File: src/rtl/rf_arb_pkg.sv
// Shared definitions for the register-file writeback arbiter: requester IDs,
// address and counter widths, and the saturating counter helper.
package rf_arb_pkg;

  typedef enum logic {
    REQ_ALU = 1'b0,
    REQ_LSU = 1'b1
  } req_id_e;

  localparam int unsigned RF_ADDR_W      = 5;
  localparam int unsigned CONFLICT_CNT_W = 16;

  function automatic logic [CONFLICT_CNT_W-1:0] sat_inc(
    input logic [CONFLICT_CNT_W-1:0] v
  );
    return (v == '1) ? v : v + {{(CONFLICT_CNT_W-1){1'b0}}, 1'b1};
  endfunction

endpackage

File: src/rtl/rf_wb_arbiter_if.sv
// Writeback request/grant bus and register-file write port of rf_wb_arbiter.
// master = requesters/register file side, slave = the arbiter.
interface rf_wb_arbiter_if #(
  parameter int unsigned XLEN = 32
);
  import rf_arb_pkg::*;

  logic                      alu_valid;
  logic [RF_ADDR_W-1:0]      alu_rd;
  logic [XLEN-1:0]           alu_data;
  logic                      alu_ready;

  logic                      lsu_valid;
  logic [RF_ADDR_W-1:0]      lsu_rd;
  logic [XLEN-1:0]           lsu_data;
  logic                      lsu_ready;

  logic                      wb_we;
  logic [RF_ADDR_W-1:0]      wb_rd;
  logic [XLEN-1:0]           wb_data;
  logic                      last_gnt;
  logic [CONFLICT_CNT_W-1:0] conflict_cnt;

  modport master (
    output alu_valid, alu_rd, alu_data,
    output lsu_valid, lsu_rd, lsu_data,
    input  alu_ready, lsu_ready,
    input  wb_we, wb_rd, wb_data, last_gnt, conflict_cnt
  );

  modport slave (
    input  alu_valid, alu_rd, alu_data,
    input  lsu_valid, lsu_rd, lsu_data,
    output alu_ready, lsu_ready,
    output wb_we, wb_rd, wb_data, last_gnt, conflict_cnt
  );

endinterface

File: src/rtl/rf_wb_arbiter_rr_arb2.sv
// Two-requester grant logic (ALU vs LSU). Fixed LSU priority by default;
// define RF_WB_ARB_RR_EN for round robin with a single pointer flop.
module rr_arb2
  import rf_arb_pkg::*;
(
`ifdef RF_WB_ARB_RR_EN
  input  logic clk,
`endif
  input  logic rst_n,
  input  logic i_alu_valid,
  input  logic i_lsu_valid,
  output logic o_alu_gnt,
  output logic o_lsu_gnt
);

  logic w_lsu_win;

`ifdef RF_WB_ARB_RR_EN
  req_id_e r_ptr;

  always_comb begin
    w_lsu_win = i_lsu_valid & (~i_alu_valid | (r_ptr == REQ_LSU));
  end

  // Pointer moves to whichever requester did not win the transfer.
  always_ff @(posedge clk or negedge rst_n) begin
    if (!rst_n) begin
      r_ptr <= REQ_LSU;
    end else if (o_alu_gnt) begin
      r_ptr <= REQ_LSU;
    end else if (o_lsu_gnt) begin
      r_ptr <= REQ_ALU;
    end
  end
`else
  always_comb begin
    w_lsu_win = i_lsu_valid;
  end
`endif

  always_comb begin
    o_lsu_gnt = rst_n & w_lsu_win;
    o_alu_gnt = rst_n & i_alu_valid & ~w_lsu_win;
  end

endmodule

File: src/rtl/rf_wb_arbiter.sv
// Register-file writeback arbiter: one registered write per cycle from ALU or LSU,
// x0 filtering and contested-cycle counter. Grant policy selected by RF_WB_ARB_RR_EN.
module rf_wb_arbiter
  import rf_arb_pkg::*;
#(
  parameter int unsigned XLEN = 32
) (
  input logic                clk,
  input logic                rst_n,
  rf_wb_arbiter_if.slave     bus
);

  logic                      w_alu_gnt;
  logic                      w_lsu_gnt;
  logic                      w_xfer;
  logic                      w_contested;
  req_id_e                   w_sel;
  logic [RF_ADDR_W-1:0]      w_rd;
  logic [XLEN-1:0]           w_data;

  logic                      r_wb_we;
  logic [RF_ADDR_W-1:0]      r_wb_rd;
  logic [XLEN-1:0]           r_wb_data;
  req_id_e                   r_last_gnt;
  logic [CONFLICT_CNT_W-1:0] r_conflict_cnt;

  rr_arb2 u_arb (
`ifdef RF_WB_ARB_RR_EN
    .clk         (clk),
`endif
    .rst_n       (rst_n),
    .i_alu_valid (bus.alu_valid),
    .i_lsu_valid (bus.lsu_valid),
    .o_alu_gnt   (w_alu_gnt),
    .o_lsu_gnt   (w_lsu_gnt)
  );

  always_comb begin
    w_xfer      = w_alu_gnt | w_lsu_gnt;
    w_contested = bus.alu_valid & bus.lsu_valid;
    w_sel       = w_lsu_gnt ? REQ_LSU : REQ_ALU;
    w_rd        = w_lsu_gnt ? bus.lsu_rd   : bus.alu_rd;
    w_data      = w_lsu_gnt ? bus.lsu_data : bus.alu_data;
  end

  // x0 writes still complete the handshake and update rd/data/last_gnt; only we is suppressed.
  always_ff @(posedge clk or negedge rst_n) begin
    if (!rst_n) begin
      r_wb_we        <= 1'b0;
      r_wb_rd        <= '0;
      r_wb_data      <= '0;
      r_last_gnt     <= REQ_ALU;
      r_conflict_cnt <= '0;
    end else begin
      if (w_xfer) begin
        r_wb_we    <= (w_rd != '0);
        r_wb_rd    <= w_rd;
        r_wb_data  <= w_data;
        r_last_gnt <= w_sel;
      end else begin
        r_wb_we    <= 1'b0;
      end
      if (w_contested) begin
        r_conflict_cnt <= sat_inc(r_conflict_cnt);
      end
    end
  end

  always_comb begin
    bus.alu_ready    = w_alu_gnt;
    bus.lsu_ready    = w_lsu_gnt;
    bus.wb_we        = r_wb_we;
    bus.wb_rd        = r_wb_rd;
    bus.wb_data      = r_wb_data;
    bus.last_gnt     = r_last_gnt;
    bus.conflict_cnt = r_conflict_cnt;
  end

endmodule
File: src/flat_wrapper.sv
// flat-port wrapper written by rule: the top's interface ports become plain ports
module rf_wb_arbiter_flat import rf_arb_pkg::*;
#(
  parameter int unsigned XLEN = 32
)
  (clk, rst_n, bus_alu_valid, bus_alu_rd, bus_alu_data, bus_lsu_valid, bus_lsu_rd, bus_lsu_data, bus_alu_ready, bus_lsu_ready, bus_wb_we, bus_wb_rd, bus_wb_data, bus_last_gnt, bus_conflict_cnt);
  rf_wb_arbiter_if #(.XLEN(XLEN)) bus_i ();
  input logic clk;
  input logic rst_n;
  input wire logic [$bits(bus_i.alu_valid)-1:0] bus_alu_valid;
  input wire logic [$bits(bus_i.alu_rd)-1:0] bus_alu_rd;
  input wire logic [$bits(bus_i.alu_data)-1:0] bus_alu_data;
  input wire logic [$bits(bus_i.lsu_valid)-1:0] bus_lsu_valid;
  input wire logic [$bits(bus_i.lsu_rd)-1:0] bus_lsu_rd;
  input wire logic [$bits(bus_i.lsu_data)-1:0] bus_lsu_data;
  output wire logic [$bits(bus_i.alu_ready)-1:0] bus_alu_ready;
  output wire logic [$bits(bus_i.lsu_ready)-1:0] bus_lsu_ready;
  output wire logic [$bits(bus_i.wb_we)-1:0] bus_wb_we;
  output wire logic [$bits(bus_i.wb_rd)-1:0] bus_wb_rd;
  output wire logic [$bits(bus_i.wb_data)-1:0] bus_wb_data;
  output wire logic [$bits(bus_i.last_gnt)-1:0] bus_last_gnt;
  output wire logic [$bits(bus_i.conflict_cnt)-1:0] bus_conflict_cnt;
  assign bus_i.alu_valid = bus_alu_valid;
  assign bus_i.alu_rd = bus_alu_rd;
  assign bus_i.alu_data = bus_alu_data;
  assign bus_i.lsu_valid = bus_lsu_valid;
  assign bus_i.lsu_rd = bus_lsu_rd;
  assign bus_i.lsu_data = bus_lsu_data;
  assign bus_alu_ready = bus_i.alu_ready;
  assign bus_lsu_ready = bus_i.lsu_ready;
  assign bus_wb_we = bus_i.wb_we;
  assign bus_wb_rd = bus_i.wb_rd;
  assign bus_wb_data = bus_i.wb_data;
  assign bus_last_gnt = bus_i.last_gnt;
  assign bus_conflict_cnt = bus_i.conflict_cnt;
  rf_wb_arbiter #(.XLEN(XLEN)) u_core (.clk(clk), .rst_n(rst_n), .bus(bus_i));
endmodule
File: config.mk
export PLATFORM = sky130hd
export DESIGN_NAME = rf_wb_arbiter_flat
export DESIGN_NICKNAME = d
export VERILOG_FILES = /design/src/rtl/rf_arb_pkg.sv /design/src/rtl/rf_wb_arbiter_if.sv /design/src/rtl/rf_wb_arbiter_rr_arb2.sv /design/src/rtl/rf_wb_arbiter.sv /design/src/flat_wrapper.sv
export SDC_FILE = /design/constraint.sdc
export NUM_CORES = 1
export LEC_CHECK = 0
export ABC_AREA = 0
export CAP_MARGIN = 0
export CELL_PAD_IN_SITES_DETAIL_PLACEMENT = 1
export CELL_PAD_IN_SITES_GLOBAL_PLACEMENT = 1
export CORE_MARGIN = 4
export CORE_UTILIZATION = 29
export CTS_CLUSTER_DIAMETER = 150
export CTS_CLUSTER_SIZE = 10
export DETAILED_ROUTE_END_ITERATION = 6
export HOLD_SLACK_MARGIN = 0.02
export PLACE_DENSITY = 0.78
export REMOVE_ABC_BUFFERS = 1
export SYNTH_ARGS = -nofsm -noshare
export SYNTH_HDL_FRONTEND = slang
export SYNTH_SLANG_ARGS = --single-unit
File: constraint.sdc
create_clock -name clk -period 1.8 [get_ports clk]
set_clock_uncertainty 0.05 [all_clocks]
set_input_delay 0.18 -clock clk [delete_from_list [all_inputs] [get_ports clk]]
set_output_delay 0.18 -clock clk [all_outputs]
set_load 0.1 [all_outputs]
==> results.txt, run 1 <==
Counting flops with a built-in enable in the synthesized netlist gives 0. The largest single stage delay on the critical path is 0.48 ns. Setup violations remaining at the end of the flow were counted as 0. Global routing used 3.79% of the available met3 tracks. The die footprint came out at 10,600 sq um.

The final count of hold timing violations is 0. In this run the worst hold path is classified as in -> async. The die height came out at 103 um. In the routed design, unresolved DRC markers number 0.

The worst endpoint required time came out at 1.95 ns. The number of antenna violations at the first check in global routing came to 0. The largest area contributor in the netlist is dfrtp_1.

The maximum vdd drop came out at 0.734 mV. TritonCTS built the clock tree. Counting cells, the worst reg-to-reg path comes to 4.

The hold slack came out at 0.0602 ns. The reg-to-reg endpoint is u_core.bus.conflict_cnt[1]. The average size of a mapped cell came out at 10.7 sq um. The worst setup path is captured at a register.

For this run, the top clock speed supported by timing is 593 MHz. The aggregate negative setup slack came out at 0 ns. Synthesis produced a netlist whose cell count is 244.

The CTS sink count is 55. The total clock buffers created by CTS came out at 5. The number of global-route vias before repair came out at 2,683. The I/O pin count came out at 135.

The number of warnings printed during yosys synthesis is 0. The number of library cell types mapped by synthesis is 32. The kind of cell adding the most delay to the critical path is simple AND/OR/NAND/NOR gates. The startpoint of the worst register-to-register path is u_core.bus.conflict_cnt[11]. The sum of routed wire length over all layers came out at 8620 um. The library cell used as clock root buffer is clkbuf_8. The average routed wire per standard cell is 16.9 um. The run finished with clean final reports.

The count of maximum capacitance violations is 0. Summing every instance area after synthesis gives 2620 sq um. The total of flip-flops plus latches after synthesis is 55. The slowest stage of the critical path is the dfrtp_1 cell. The final route contains 2,435 vias. The clock latency at the later pin of the worst-skew pair came out at 0.30 ns. The number of buffers added on ports came out at 134.

The detailed placement HPWL came out at 6820 um. The commonest cells after synthesis are 55 x dfrtp_1, 45 x nand2_1, 38 x o21ai_0. In this run the static leakage power is 2.18 nW. dfrtp_1 is the most common cell in the netlist.

The horizontal extent of the die is 103 um. The reg2reg setup slack came out at 0.11 ns. Row generation in the floorplan step produced 34 rows. The data arrival time of the worst path came out at 1.84 ns.

For this configuration, the core starts out at a cell density of 29.9%. After global routing, the most crowded layer is met2. The final net count is 479. The most used flip-flop cell after synthesis is dfrtp_1. Ranked by total cell area, the synthesized netlist is headed by dfrtp_1 53%, mux2i_1 14%, o21ai_0 7.3%. In this run the power density over the cells is 1160 nW/um^2. The setup path with the least slack is of type reg -> reg. The via density per instance came out at 4.78.

For this run the aggregate overflow at the end of global routing stands at 0. The maximum fanout encountered on the critical timing path is 6. Before antenna repair, the detailed router went through 4 iterations. Setup repair after global routing left no endpoint under its margin. In the synthesized netlist the async set-or-reset flop fraction comes to 100%. The post-layout minimum cycle time is 1.69 ns. The clock edge transition at the registers on the reported setup and hold paths came out at 0.10 ns. The max-slew violation count is 0. The met1 track demand over resource in global routing is 19.5%. The worst max-slew margin expressed relative to the limit came out at 58.1%. Once layout is complete, the utilization of the core stands at 51.6%. The largest net degree at the start of global routing came out at 76. The number of antenna cells inserted is 0. The DRC marker count from the first detailed-route iteration came out at 69. The share of the synthesized area in the top cell type is 52.6%. The clock tree synthesis step divided the H-tree into 2 levels. The share of the clock period used by the worst path came out at 93.6%.

The number of antenna-violating nets in the routed design is 0. The total global-route track usage is 16.2%. The startpoint of the worst setup timing path is u_core.bus.conflict_cnt[11]. The first-pass GRT wire length came out at 13,400 um. The clock passes through at most 2 buffers. The critical path goes through nand4_2, nor4b_4, nor2_2, mux2_4.

The kind of launch point of the worst setup path is a register. The proportion of synthesized chip area in sequential cells came out at 52.6%. Counting both buffers and inverters, the worst setup path holds a total of 0.

The share of post-route cells with drive strength above 1 came out at 25.9%. The signed area change from the synthesized netlist to the final layout is 72.7%. Buffers added to address setup during post-CTS repair amount to 0.

For the pin with the worst max-slew slack, the measured transition is 0.629 ns. Routability-driven placement finished with a final weighted congestion of 0.782. The core region is 8760 sq um. The met2 demand-to-capacity share in global routing is 28.8%. The power consumption is 5.24 mW.
[power by group]
part | switching [mW] | total [mW] | internal, mW
combinational | 1.89 | 2.72 | 0.837
clock | 0.424 | 0.979 | 0.555
sequential | 0.117 | 1.53 | 1.42
[layout make-up]
type | instances | area (sq um)
well taps | 108 | 135
repair buffers | 161 | 1660
clock buffers | 5 | 68.8
inverters | 2 | 7.51
fillers | 983 | 4240
clock inverters | 3 | 67.6
flip-flops and latches | 55 | 1380
multi-input cells | 175 | 1200
[logic make-up (layout without fill, tap and decap cells)]
kind of cell    after synthesis  count (layout)  share of synthesized area [%]
mux                          38              38                           14.7
compound gates               42              42                           9.08
flops                        55              55                           52.6
xor+xnor                     13              13                           4.35
simple gates                 81              81                           16.5
buf+inv                      14             171                           2.34
fa+ha+maj                     1               1                          0.478
[worst reg2reg max path, cell delays in order (launching register included)]
cell and delay [ns]:
dfrtp_1 0.48, nand4_2 0.23, nor4b_4 0.43, nor2_2 0.10, mux2_4 0.31
[state kept, by name (all words and copies together), names as in the netlist]
name                     cells
u_core.bus.conflict_cnt     16
u_core.bus.wb_rd             5
u_core.bus.last_gnt          1
u_core.bus.wb_we             1
u_core.bus.wb_data          32
[layout by cell type, fill, tap and decap left out, drive strengths merged]
cell           count
nor2               2
and3               2
and4               2
nor3               6
or3                1
o21ai             38
dfrtp             55
nor4b              2
bufinv             2
or4                1
a2111oi            1
nor2b              1
clkinvlp           1
a211oi             1
inv                2
buf               84
nor4               4
a21oi              1
o21a               1
xor2               7
clkdlybuf4s50     76
nand4              7
xnor2              6
mux2               1
ha                 1
clkbuf             5
nand3              7
nand2             45
dlygate4sd3        1
mux2i             37
nand4b             1
[through the flow]
| step | worst slack [ns] | instance area, sq um | cells |
|---|---|---|---|
| floorplan | -2.43 | 2560 | 232 |
| global placement | 0.0313 | 4370 | 500 |
| detailed placement | 0.000368 | 4370 | 500 |
| CTS | 0.0568 | 4510 | 509 |
| global route | 0.0121 | 4520 | 509 |
| finish | 0.114 | 4520 | 509 |
[what timing repair did]
action	4_1_cts	5_1_grt
setup endpoints to repair	0	5
hold buffers	1	0
endpoints found under the hold margin	7	0
resized for setup	0	3
[metal layers]
| layer | up-vias | wire, um |
|---|---|---|
| li1 | 1169 | - |
| met1 | 1161 | 3390 |
| met2 | 91 | 4370 |
| met3 | 14 | 698 |
| met4 | 0 | 172 |
| met5 | - | 0 |
[worst max-delay path by stage]
| stage | endpoint | slack, ns | depth (start not counted) |
|---|---|---|---|
| 2_1_floorplan | u_core.bus.wb_data[0] | -2.43 | 2 |
| 3_3_place_gp | u_core.bus.conflict_cnt[13] | 0.03 | 5 |
| 3_5_place_dp | u_core.bus.conflict_cnt[8] | 0.0004 | 5 |
| 4_1_cts | u_core.bus.conflict_cnt[1] | 0.06 | 4 |
| 5_1_grt | u_core.bus.conflict_cnt[1] | 0.01 | 4 |
| 6_report | u_core.bus.conflict_cnt[1] | 0.11 | 4 |
Note: power is estimated with default switching activity, not from simulation.
==> run 2: changes to the inputs <==
--- a/config.mk
+++ b/config.mk
@@ -9,7 +9,6 @@
 export CAP_MARGIN = 0
 export CELL_PAD_IN_SITES_DETAIL_PLACEMENT = 1
 export CELL_PAD_IN_SITES_GLOBAL_PLACEMENT = 1
-export CORE_MARGIN = 4
 export CORE_UTILIZATION = 29
 export CTS_CLUSTER_DIAMETER = 150
 export CTS_CLUSTER_SIZE = 10
==> run 2 against run 1 <==
Cell count increased by 1.2%. Fmax shrank 1.9%. Flip-flop and latch count stayed put. Highest routed layer unchanged. Combinational power about the same. Worst setup slack worse by 0.033 ns. Clock power is 24% lower. First-iteration DRC count is 46% lower. Register-to-register slack about the same. Non-clock buffer count is 6 higher. Utilization rose by 0.65 points. Wire length shrank 4.3%. Critical path depth increased by 2.
==> results.txt, run 2 (synthesis gave the netlist of run 1 again) <==
The total congestion overflow is 0 (unchanged). The core area is 8720 sq um (-0.49%). The kind of launch point of the worst setup path is an input pin. The worst max-slew margin expressed relative to the limit is 54.1% (-3.9 points).

The horizontal extent of the die is 97.0 um (-5.8%). The maximum vdd drop was 0.522 mV (-29%). The maximum fanout encountered on the critical timing path came to 12 (+6). The final estimated routing congestion in global placement is 0.802 (+2.5%). The CTS sink count came out at 55 (unchanged).

The die height came out at 97.0 um (-5.8%). In the layout the commonest cells are 76 x clkdlybuf4s50_1, 67 x buf_4, 54 x dfrtp_1. The max-slew violation count came out at 0 (unchanged). The number of standard-cell rows in the floorplan came out at 34 (unchanged).

The final net count is 485 (+1.3%). The transition at the pin with the smallest max-transition slack was 0.688 ns (+0.0590 ns). The detailed-routing iteration count for the pre-antenna-repair pass is 4 (unchanged). The flip-flop count of the largest register, all copies and words added is 32 (unchanged). The critical path in this run is classified as in -> out.

The I/O pin count is 135 (unchanged). The data arrival time of the worst path is 1.49 ns (-0.35 ns). The DRC marker count from the first detailed-route iteration is 37 (-46%). TritonCTS built the clock tree. The post-CTS repair timing setup buffer count came to 0 (unchanged). The clock tree buffer depth came out at 2 (unchanged).

Relative to the synthesized area, the layout overhead comes to 74.1%. The post-layout minimum cycle time is 1.72 ns (+0.0328 ns). The number of global-route vias before repair is 2,718 (+1.3%). The count of maximum capacitance violations is 0 (unchanged).

Setup repair after global routing left no endpoint under its margin. The largest net degree at the start of global routing is 54 (-29%). The effective utilization at floorplan is 30.0% (+0.15 points). The share of the clock period used by the worst path came out at 95.5% (+1.8 points). The power consumption came to 5.01 mW (-4.4%). The sum of routed wire length over all layers is 8250 um (-4.3%).

The number of buffers added on ports is 134 (unchanged). Among the stages of the critical path, the cell type that occurs most often is buf_12. The upper clock frequency limit is 582 MHz (-1.9%).

The worst endpoint required time came out at 1.57 ns (-0.38 ns). The die footprint came out at 9410 sq um (-11%). The number of antenna violations at the first check in global routing came out at 0 (unchanged).

The first-pass GRT wire length came out at 13,500 um (+0.52%). The detailed placement HPWL came to 6480 um (-5.0%). The cell count after placement was 505 (+1.0%).

The count of final setup violators came out at 0 (unchanged). The path class of the tightest hold or removal check is in -> async. The average routed wire per standard cell came to 16.0 um (-5.4%).

The worst setup path is captured at a primary output. The power density over the cells came out at 1100 nW/um^2 (-5.1%). The share of post-route cells with drive strength above 1 is 26.8% (+0.85 points). On the critical path, the stage with the largest delay is an instance of dlygate4sd3_1. The final standard cell count with taps included and fillers excluded came out at 515 (+1.2%). The clock latency at the later pin of the worst-skew pair came out at 0.31 ns (about the same). CTS placed an instance of clkbuf_8 at the clock tree root. The number of antenna cells inserted is 0 (unchanged). The clock edge transition at the registers on the reported setup and hold paths came out at 0.10 ns (about the same). The number of antenna-violating nets in the routed design is 0 (unchanged). The signal on the critical path passes through dlygate4sd3_1, clkbuf_4, nand2_4, buf_12, inv_1, buf_12. The final count of hold timing violations is 0 (unchanged). The count of unresolved DRC violations after routing was 0 (unchanged). The leakage power figure is 2.21 nW (+1.5%). The flow ran to the end, and the final reports show no timing, DRC or antenna violations. The total global-route track usage is 17.7% (+1.5 points). The longest individual stage delay on the worst path is 0.52 ns (+0.04 ns). The via density per instance is 4.71 (-1.4%). The most common cell after layout, fill and taps aside is clkdlybuf4s50_1.

The total number of H-tree levels came out at 2 (unchanged). The total number of vias is 2,428 (-0.29%). The total clock buffers created by CTS is 5 (unchanged).
-- run 2: layout make-up --
cell class                      instances  area, sq um
Tap cell                              108          135
Clock buffer                            8          100
Inverter                                2         7.51
Sequential cell                        55         1380
Multi-Input combinational cell        175         1210
Timing Repair Buffer                  167         1730
Fill cell                             956         4160
-- run 2: stage by stage --
step           hold WS, ns  cell area [sq um]  setup slack (ns)  util, %  setup TNS [ns]
6_report             0.187               4560            0.0815     52.3               0
5_1_grt              0.184               4560           0.00200     52.3               0
4_1_cts              0.167               4510            0.0216     51.8               0
3_5_place_dp       -0.0223               4400           -0.0630     50.5         -0.0844
3_3_place_gp       -0.0287               4400            0.0444     50.5               0
2_1_floorplan       -0.166               2560             -2.43        -          -98.65
-- run 2: repair_timing --
item | CTS | global route
endpoints found under the setup margin | 0 | 6
hold endpoints to repair | 2 | 0
hold buffers | 1 | 0
gates resized for setup | 0 | 5
-- run 2: worst paths after layout --
kind,from,to,slack [ns],depth (start not counted)
max,rst_n,bus_lsu_ready,0.08,6
min,rst_n,u_core.bus.last_gnt,0.19,2
max in group asynchronous,rst_n,u_core.bus.conflict_cnt[8],0.59,3
max reg2reg,u_core.bus.conflict_cnt[10],u_core.bus.conflict_cnt[14],0.10,5
min in group clk,u_core.bus.wb_data[15],u_core.bus.wb_data[15],0.44,2
min reg2reg,u_core.bus.wb_data[15],u_core.bus.wb_data[15],0.44,2
-- run 2: per-layer routing --
layer  track usage [%]  part of all wire (%)
met5                 0                     0
met4              3.90                   1.2
met3              3.97                   5.6
met2              34.0                    55
met1              19.6                    38
-- run 2: critical path, delay by kind of cell --
family,cells,cell delay (ns)
buffers and inverters,5,1.19
AND/OR/NAND/NOR,1,0.10
-- run 2: where the power goes --
part	switching (mW)	internal [mW]
sequential	0.126	1.42
combinational	1.88	0.843
clock	0.388	0.352
total	2.39	2.61
==> run 3: changes to the inputs <==
--- a/config.mk
+++ b/config.mk
@@ -9,6 +9,7 @@
 export CAP_MARGIN = 0
 export CELL_PAD_IN_SITES_DETAIL_PLACEMENT = 1
 export CELL_PAD_IN_SITES_GLOBAL_PLACEMENT = 1
+export CORE_ASPECT_RATIO = 1.4
 export CORE_UTILIZATION = 29
 export CTS_CLUSTER_DIAMETER = 150
 export CTS_CLUSTER_SIZE = 10
==> run 3 against run 2 <==
Flip-flop and latch count did not move. Sequential power barely moved. Largest cell class unchanged. Non-clock buffer count rose by 1. Largest power group unchanged. Wire length fell by 3.5%. Highest routed layer unchanged. Sequential share of layout area rose by 0.11 points. Worst hold slack improved by 0.23 ns.
==> results.txt, run 3 (synthesis gave the netlist of run 1 again) <==
The flip-flop count of the largest register, all copies and words added came out at 32 (unchanged). The final cell utilization of the core is 52.4% (+0.13 points). The first-pass GRT wire length is 12,800 um (-4.8%). The number of antenna violations at the first check in global routing was 0 (unchanged). The detailed placement HPWL came out at 6490 um (+0.23%). The share of post-route cells with drive strength above 1 came out at 26.0% (-0.80 points). The met1 track demand over resource in global routing is 19.9% (+0.28 points). The count of unresolved DRC violations after routing is 0 (unchanged). The worst endpoint required time came out at 1.92 ns (+0.35 ns). The DRC marker count from the first detailed-route iteration is 106 (+190%). The layer flagged by global routing as most heavily used is met2. The power density over the cells is 1140 nW/um^2 (+3.9%). The worst max-slew margin expressed relative to the limit is 60.1% (+6.0 points). The data arrival time of the worst path was 1.78 ns (+0.29 ns). The cell count after placement is 504 (-0.20%). The average routed wire per standard cell came out at 15.5 um (-3.1%). In this design, the largest share of critical-path delay is due to simple AND/OR/NAND/NOR gates. The number of antenna cells inserted is 0 (unchanged).

The longest individual stage delay on the worst path is 0.44 ns (-0.08 ns). The tightest min-delay check is of the in -> async type. The core area came out at 8660 sq um (-0.72%). The final estimated routing congestion in global placement came out at 0.800 (-0.21%). The die height is 114 um (+18%). The total clock buffers created by CTS came out at 5 (unchanged). The final count of hold timing violations is 0 (unchanged). The largest net degree at the start of global routing is 47 (-13%). The number of antenna-violating nets in the routed design is 0 (unchanged). The routing usage on met3 is 3.27% (-0.71 points). The flow ran to the end, and the final reports show no timing, DRC or antenna violations. The total number of H-tree levels came out at 2 (unchanged). The CTS sink count is 55 (unchanged). The number of global-route vias before repair came out at 2,681 (-1.4%). The total number of vias was 2,484 (+2.3%). The via density per instance was 4.84 (+2.7%). The met2 demand-to-capacity share in global routing was 34.1% (+0.14 points). The clock edge transition at the registers on the reported setup and hold paths is 0.07 ns (-0.03 ns). The I/O pin count came out at 135 (unchanged). The upper clock frequency limit came to 603 MHz (+3.6%). The detailed-routing iteration count for the pre-antenna-repair pass came to 4 (unchanged).

The share of the clock period used by the worst path came out at 92.2% (-3.3 points). The worst setup path is launched from a register. The signed area change from the synthesized netlist to the final layout came out at 73.2%. The clock tree buffer depth came out at 2 (unchanged). Leaving out fill and tap cells, the most frequent cell in the layout is clkdlybuf4s50_1. Setup repair after global routing left no endpoint under its margin. The maximum vdd drop came to 1.45 mV (+180%). The count of maximum capacitance violations is 0 (unchanged). The total global-route track usage came to 18.0% (+0.28 points). The signal on the critical path passes through nand4_1, nor4b_4, nor2_2, mux2_4. TritonCTS built the clock tree. The slowest stage of the critical path is the nor4b_4 cell.

The top cell types in the final layout, fill and taps aside, are 76 x clkdlybuf4s50_1, 71 x buf_4, 55 x dfrtp_1. The number of standard-cell rows in the floorplan came out at 40 (+18%). The die footprint came out at 9420 sq um (about the same). The post-CTS repair timing setup buffer count came out at 0 (unchanged).

The final standard cell count with taps included and fillers excluded came out at 513 (-0.39%). CTS placed an instance of clkbuf_16 at the clock tree root. The sum of routed wire length over all layers is 7970 um (-3.5%). The aggregate negative setup slack is 0 ns (unchanged). The total congestion overflow was 0 (unchanged). The max-slew violation count came out at 0 (unchanged). The count of final setup violators came out at 0 (unchanged). The number of buffers added on ports is 134 (unchanged). The transition at the pin with the smallest max-transition slack is 0.598 ns (-0.0898 ns). The leakage power figure came out at 2.21 nW (about the same). The clock latency at the later pin of the worst-skew pair is 0.28 ns (-0.03 ns). The horizontal extent of the die came out at 82.3 um (-15%). The effective utilization at floorplan came out at 30.2% (+0.22 points). The post-layout minimum cycle time is 1.66 ns (-0.0593 ns). The final net count came out at 486 (+0.21%). The worst path buffer plus inverter count came to 0 (-5). The path type of the worst setup path is reg -> reg. The worst setup path is captured at a register. The maximum fanout encountered on the critical timing path is 5 (-7).
-- run 3: cell type report --
cell class	count	area, sq um
Fill cell	976	4120
Clock buffer	7	133
Multi-Input combinational cell	175	1190
Tap cell	105	131
Timing Repair Buffer	168	1690
Inverter	2	7.51
Clock inverter	1	5.00
Sequential cell	55	1380
-- run 3: timing repair --
item | in CTS | in global routing
hold buffers | 1 | 0
resized for setup | 0 | 0
hold endpoints to repair | 9 | 0
-- run 3: worst paths after layout --
kind,depth (start not counted),slack [ns],endpoint,from
worst min register to register,2,0.43,u_core.bus.wb_rd[3],u_core.bus.wb_rd[3]
worst min-delay path,3,0.42,u_core.bus.conflict_cnt[7],rst_n
worst max-delay path,4,0.14,u_core.bus.conflict_cnt[1],u_core.bus.conflict_cnt[14]
max in group asynchronous,3,0.69,u_core.bus.wb_data[25],rst_n
worst max register to register,4,0.14,u_core.bus.conflict_cnt[1],u_core.bus.conflict_cnt[14]
min in group clk,2,0.43,u_core.bus.wb_rd[3],u_core.bus.wb_rd[3]
-- run 3: metrics by stage --
stage | total power, mW | cell area [sq um] | setup slack (ns) | hold WS [ns]
detailed placement | 4.29 | 4390 | 0.0256 | 0.170
global placement | 4.25 | 4390 | 0.0962 | 0.164
CTS | 5.24 | 4540 | 0.110 | 0.398
floorplan | 3.27 | 2560 | -2.43 | -0.166
global route | 5.40 | 4540 | 0.0398 | 0.443
finish | 5.18 | 4540 | 0.141 | 0.417
-- run 3: metal layers --
| metal | share of wire (%) | wire length [um] |
|---|---|---|
| met2 | 57 | 4560 |
| met3 | 5.0 | 400 |
| met5 | 0 | 0 |
| met4 | 0.99 | 79 |
| met1 | 37 | 2920 |
-- run 3: worst reg2reg max path, stage by stage, from the launching register on --
cell and delay [ns]:
dfrtp_1 0.42, nand4_1 0.23, nor4b_4 0.44, nor2_2 0.10, mux2_4 0.30
-- run 3: report_power, final --
part           internal (mW)  switching (mW)
sequential              1.42           0.118
clock                  0.516           0.415
combinational          0.836            1.87
